## src/rtl/pipe_fifo.sv

```systemverilog
// First-word-fall-through elastic buffer with registered-only valid/ready/data outputs.
// Optional high-water-mark output o_peak when PIPE_FIFO_PEAK_EN is defined.
module pipe_fifo #(
    parameter int WIDTH = 8,
    parameter int DEPTH = 4,
    localparam int AW   = $clog2(DEPTH)
) (
    input  logic             i_clk,
    input  logic             i_reset,
    input  logic [WIDTH-1:0] i_data,
    input  logic             i_vld,
    output logic             o_rdy,
    output logic [WIDTH-1:0] o_data,
    output logic             o_vld,
    input  logic             i_rdy,
`ifdef PIPE_FIFO_PEAK_EN
    output logic [AW:0]      o_peak,
`endif
    output logic [AW:0]      o_count
);

    localparam logic [AW:0] CNT_FULL = (AW+1)'(DEPTH);

    logic [WIDTH-1:0] r_mem [DEPTH];
    logic [AW-1:0]    r_wr_ptr;
    logic [AW-1:0]    r_rd_ptr;
    logic [AW:0]      r_count;
    logic [AW:0]      w_count_nxt;
    logic             w_push;
    logic             w_pop;

    // Handshake outputs come only from registered state so no comb path crosses the buffer.
    assign o_rdy   = ~i_reset & (r_count != CNT_FULL);
    assign o_vld   = (r_count != '0);
    assign o_data  = r_mem[r_rd_ptr];
    assign o_count = r_count;

    assign w_push = i_vld & o_rdy;
    assign w_pop  = o_vld & i_rdy;

    always_comb begin
        w_count_nxt = r_count;
        case ({w_push, w_pop})
            2'b10:   w_count_nxt = r_count + 1'b1;
            2'b01:   w_count_nxt = r_count - 1'b1;
            default: w_count_nxt = r_count;
        endcase
    end

    // Storage is data only and is left unreset.
    always_ff @(posedge i_clk) begin
        if (w_push) begin
            r_mem[r_wr_ptr] <= i_data;
        end
    end

    always_ff @(posedge i_clk or posedge i_reset) begin
        if (i_reset) begin
            r_wr_ptr <= '0;
            r_rd_ptr <= '0;
            r_count  <= '0;
        end else begin
            if (w_push) begin
                r_wr_ptr <= r_wr_ptr + 1'b1;
            end
            if (w_pop) begin
                r_rd_ptr <= r_rd_ptr + 1'b1;
            end
            r_count <= w_count_nxt;
        end
    end

`ifdef PIPE_FIFO_PEAK_EN
    logic [AW:0] r_peak;

    always_ff @(posedge i_clk or posedge i_reset) begin
        if (i_reset) begin
            r_peak <= '0;
        end else if (w_count_nxt > r_peak) begin
            r_peak <= w_count_nxt;
        end
    end

    assign o_peak = r_peak;
`endif

endmodule

```

## config.mk

```make
export PLATFORM = sky130hd
export DESIGN_NAME = pipe_fifo
export DESIGN_NICKNAME = d
export VERILOG_FILES = /design/src/rtl/pipe_fifo.sv
export SDC_FILE = /design/constraint.sdc
export NUM_CORES = 1
export LEC_CHECK = 0
export BUFFER_PORTS_ARGS = -buffer_cell sky130_fd_sc_hd__buf_2
export CAP_MARGIN = 15
export CORE_ASPECT_RATIO = 0.5
export CORE_MARGIN = 1
export CORE_UTILIZATION = 55
export CTS_CLUSTER_DIAMETER = 80
export CTS_CLUSTER_SIZE = 8
export DETAILED_ROUTE_END_ITERATION = 8
export PLACE_DENSITY = 0.75
export SLEW_MARGIN = 20
export SYNTH_ARGS = -nofsm -noshare
export SYNTH_HDL_FRONTEND = slang
export SYNTH_SLANG_ARGS = --single-unit
export TNS_END_PERCENT = 20
```

## constraint.sdc

```tcl
create_clock -name i_clk -period 2.4 [get_ports i_clk]
set_clock_uncertainty 0.2 [all_clocks]
set_input_delay 0.12 -clock i_clk [delete_from_list [all_inputs] [get_ports i_clk]]
set_output_delay 0.12 -clock i_clk [all_outputs]
set_load 0.05 [all_outputs]
```

After elaboration in Yosys (flattened, before gate mapping)
Memory sizes are Yosys's and may differ from the RTL's.
Index checks and enable logic that the tools add are counted.
{"block": "word_totals", "register_bits": 7, "ramBits": 32, "input_bits": 12, "wordCells": 20, "mem_count": 1}
{"block": "classes", "addsub": 4, "n_eq_ne": 3, "mux": 3, "bitwise_logic": 4, "n_reduce_logical": 2}
{"name": "r_mem", "words": 4, "word_bits": 8, "rd": 1, "rd_ports_with_merged_regs": 0, "write_ports": 1, "line_no": "24", "source": "logic [WIDTH-1:0] r_mem [DEPTH];"}
{"op": "$pmux 3 s2", "count": 1}
{"op": "$add 2x1->2 const B", "count": 2}
{"op": "$add 3x1->3 const B", "count": 1}
{"op": "$and 1x1->1", "count": 3}
{"op": "$ne 3x3->1 const B", "count": 1}
{"op": "$reduce_bool 3->1", "count": 1}
{"op": "$sub 3x1->3 const B", "count": 1}
{"op": "$eq 2x1->1 const B", "count": 1}
{"op": "$eq 2x2->1 const B", "count": 1}
{"op": "$mux 1", "count": 2}
{"op": "$reduce_bool 2->1", "count": 1}
{"op": "$not 1->1", "count": 1}

Depth between registers and ports, before layout
{"block": "logic_depth", "word_depth": 5, "mapped_depth": 9}

Least setup slack after synthesis
OpenSTA, ideal clock, no wires.
{"block": "synth_path", "path_type": "reg2reg", "start": "reg r_count[0] (netlist: o_count[0])", "end": "reg r_count[2] (netlist: o_count[2])", "setup_time_ps": 149, "t_arrival_ps": 1920, "setup_slack_ps": 131, "path_stages_with_launch": 10, "n_path_buf": 0, "period_less_slack_ps": 2269, "path_cell_list": "dfrtp_1 nor2_2 a21oi_4 inv_1 ha_1 inv_1 fa_1 xor2_1 nor2_1 xor2_1"}
{"block": "synth_between", "elab_chain_len": 5, "elab_cells_between_ends": 11, "cone_classes": "add/sub: 2; eq/ne: 3; mux: 1; bitwise: 3; reduce/logical: 2"}
{"item": "start, declared", "line_no": "27", "source": "logic [AW:0] r_count;"}
{"item": "start signal, assigned", "line_no": "69", "source": "r_count <= w_count_nxt;"}
{"item": "$ne 3x3->1", "line_no": "33", "source": "assign o_rdy = ~i_reset & (r_count != CNT_FULL);"}
{"item": "$and 1x1->1", "line_no": "33"}
{"item": "$and 1x1->1", "line_no": "38", "source": "assign w_push = i_vld & o_rdy;"}
{"item": "$eq 2x1->1 / $eq 2x2->1 (equally long branches)", "line_no": "43", "source": "case ({w_push, w_pop})"}
{"item": "$pmux 3 s2 / $reduce_bool 2->1 (equally long branches)"}
Parallel ways exist; a longest one is shown, timed or not.
A chain may end at the register's enable or synchronous reset.

Final worst setup path
Same ends and word-level chain as after synthesis.

==> flow_summary.toml <==
[drt]
top_layer = "met4"
dr.pass1.iters = 4
wl_met1_mm = 1.24
vias = 809
wl_met3_um = 100
met2_length_mm = 1.28
drtIter0Drc = 40
route.antenna.remaining_nets = 0
drc = 0
wl_per_cell_um = 16.7
viasPerCell = 5.12
routed_wl_mm = 2.65

[critical_path]
crit_fanout = 7
worst_setup_path_end_kind = "flip-flop"
critPathRequiredTime_ns = 2.40
critPathLaunchType = "flip-flop"
worstSetupPathType = "flip-flop to flip-flop"
worstPathArrival_ns = 2.16

[timing]
final-setup-viol-count = 0
min_period_ns = 2.16
worst_slew_pin_slew_ns = 0.611
rsz0062_at_grt = "false"
hold_slack_ns = 0.0201
relSlewSlack_pct = 59.3
max_freq_mhz = 463
tns_ns = 0
hold_viol = 0
period_share_pct = 89.9
final-max-slew-violation-count = 0

[synth]
synth_top_family_by_area = "multiplexers"
synthAdderAreaFrac_pct = 5.13
yosysWarnings = 0
syn_inst = 82
ys_seq_elements = 39
synth_nets = 100
synth-xor-area-share_pct = 3.26
synth_area_leader_cell = "edfxtp_1"
yosysSeqAreaShare_pct = 70.6
yosys.area_share.simple_pct = 3.73
muxShareOfSynthArea_pct = 12.7
syn-cell-area_mm2 = 0.00161
synth_compound_area_share_pct = 1.94
synth_area_leaders = "edfxtp_1 (60%), mux4_2 (11%), dfrtp_1 (11%), ha_1 (3.9%), and2_2 (1.9%)"
synth.top_cell.area_share_pct = 59.7
synth.avg_cell_area_um2 = 19.6
synth.distinct_cells = 21

[clock_network]
cts_sinks = 39
cts_tree = "yes"
clockRootBuffer = "clkbuf_8"
worst_skew_pair.late_latency_ns = 0.28
cts.clk_slew.worst_paths_ns = 0.07
cts.path.max_buffers = 2
numCtsBuffers = 5
h-tree-depth = 2
post_cts.repair.setup_buffers = 0

[power_and_ir_drop]
power.density_mw_per_mm2 = 1340
p_leak_uw = 0.000763
ir_drop_v = 0.000996

[global_route]
grt_pass1_wl_mm = 4.10
antenna_found_initial = 0
grt_pass1_vias = 820
track_usage_pct = 19.4
grt_overflow_total = 0
grt_max_degree = 13

[floorplan]
start_util_pct = 60.0
rows = 13
die_h_um = 40.3
die_x_um = 78.5
fp.dieArea_mm2 = 0.00316
coreArea_mm2 = 0.00268
io_pins = 25

[finish]
fin_area_mm2 = 0.00198
final_layout_size_suffix_gt1_share_pct = 40.5
layout_common_cells = "edfxtp_1 (32), buf_2 (24), dlygate4sd3_1 (9), mux4_2 (8)"
finalNonFillerCells = 158
final_core_util_pct = 73.9
syn_to_final_growth_pct = 23.2
diodes = 0
nNetsFinal = 138
final_common_cell = "edfxtp_1"

[place]
gp_congestion = 0.692
dpl_cell_area_mm2 = 0.00176
portBuffers = 24
dp_cells = 141
dpl.hpwl_mm = 1.71

[status]
outcome = "complete, no violations"

[hold_path]
min_path_type = "input pin to flip-flop"

[run]
cap_violations = 0
==> through the flow <==
step                worst slack [ns]  power, uW
finish                         0.242       2650
global route                   0.152       2760
CTS                            0.242       2670
detailed placement             0.269       2020
global placement               0.368       1970
floorplan                      0.131       1830
==> final timing paths <==
| kind | from | to | slack (ns) | cells after the start |
|---|---|---|---|---|
| max in group asynchronous | i_reset | r_rd_ptr[0] | 1.63 | 3 |
| hold reg to reg | r_wr_ptr[1] | r_wr_ptr[1] | 0.38 | 1 |
| hold / removal | i_rdy | r_rd_ptr[0] | 0.02 | 3 |
| min in group asynchronous | i_reset | r_rd_ptr[1] | 0.14 | 3 |
| setup reg to reg | o_count[0] | o_count[2] | 0.24 | 9 |
| setup / recovery | o_count[0] | o_count[2] | 0.24 | 9 |
==> metal layers <==
| layer | global-route usage [%] | vias up |
|---|---|---|
| met4 | 8.33 | 0 |
| met2 | 32.2 | 18 |
| li1 | - | 380 |
| met5 | 0 | - |
| met3 | 6.14 | 4 |
| met1 | 24.8 | 407 |
==> synthesized netlist by cell type <==
library cell	instances
edfxtp_1	32
xnor2_1	3
nand2_2	1
or3_2	1
nand2b_1	1
mux2_4	1
nor2_1	1
and2_2	4
a21oi_4	1
nor2_2	1
clkbuf_2	1
fa_1	1
xor2_1	3
ha_1	5
mux4_2	8
o31a_2	1
mux2i_1	1
buf_6	1
dfrtp_1	7
a21oi_1	1
inv_1	7
==> repair_timing <==
item | 4_1_cts | 5_1_grt
endpoints found under the hold margin | 39 | 0
resized for setup | 0 | 0
hold buffers | 9 | 0
==> critical path, stage by stage (launching register included) <==
cell and delay (ns):
dfrtp_1 0.46, nor2_2 0.20, a21oi_4 0.11, inv_1 0.08, ha_1 0.17, inv_1 0.06
fa_1 0.38, xor2_1 0.16, nor2_1 0.12, xor2_1 0.15
==> flip-flops by register name (all words and copies together) (netlist names) <==
signal / flops
o_count: 3
r_wr_ptr: 2
r_rd_ptr: 2
r_mem: 32
==> layout make-up <==
type | count | area [um2]
flip-flops and latches | 39 | 1140
fillers | 158 | 701
multi-input cells | 34 | 432
repair buffers | 33 | 210
clock buffers | 6 | 72.6
clock inverters | 2 | 60.1
well taps | 37 | 46.3
inverters | 7 | 26.3
==> power by group <==
part	internal (uW)	switching [uW]	total, uW	leakage [uW]
logic	351	644	995	0.000326
clock network	416	218	634	0.0000654
registers	858	163	1020	0.000372
total	1620	1030	2650	0.000763
==> cells by family (layout without fill, tap and decap cells) <==
family          after synthesis  in the layout
compound gates                3              3
simple gates                  9              9
mux                          10             10
fa+ha+maj                     6              6
buf+inv                       9             48
xor+xnor                      6              6
flops                        39             39
Note: power is estimated with default switching activity, not from simulation.
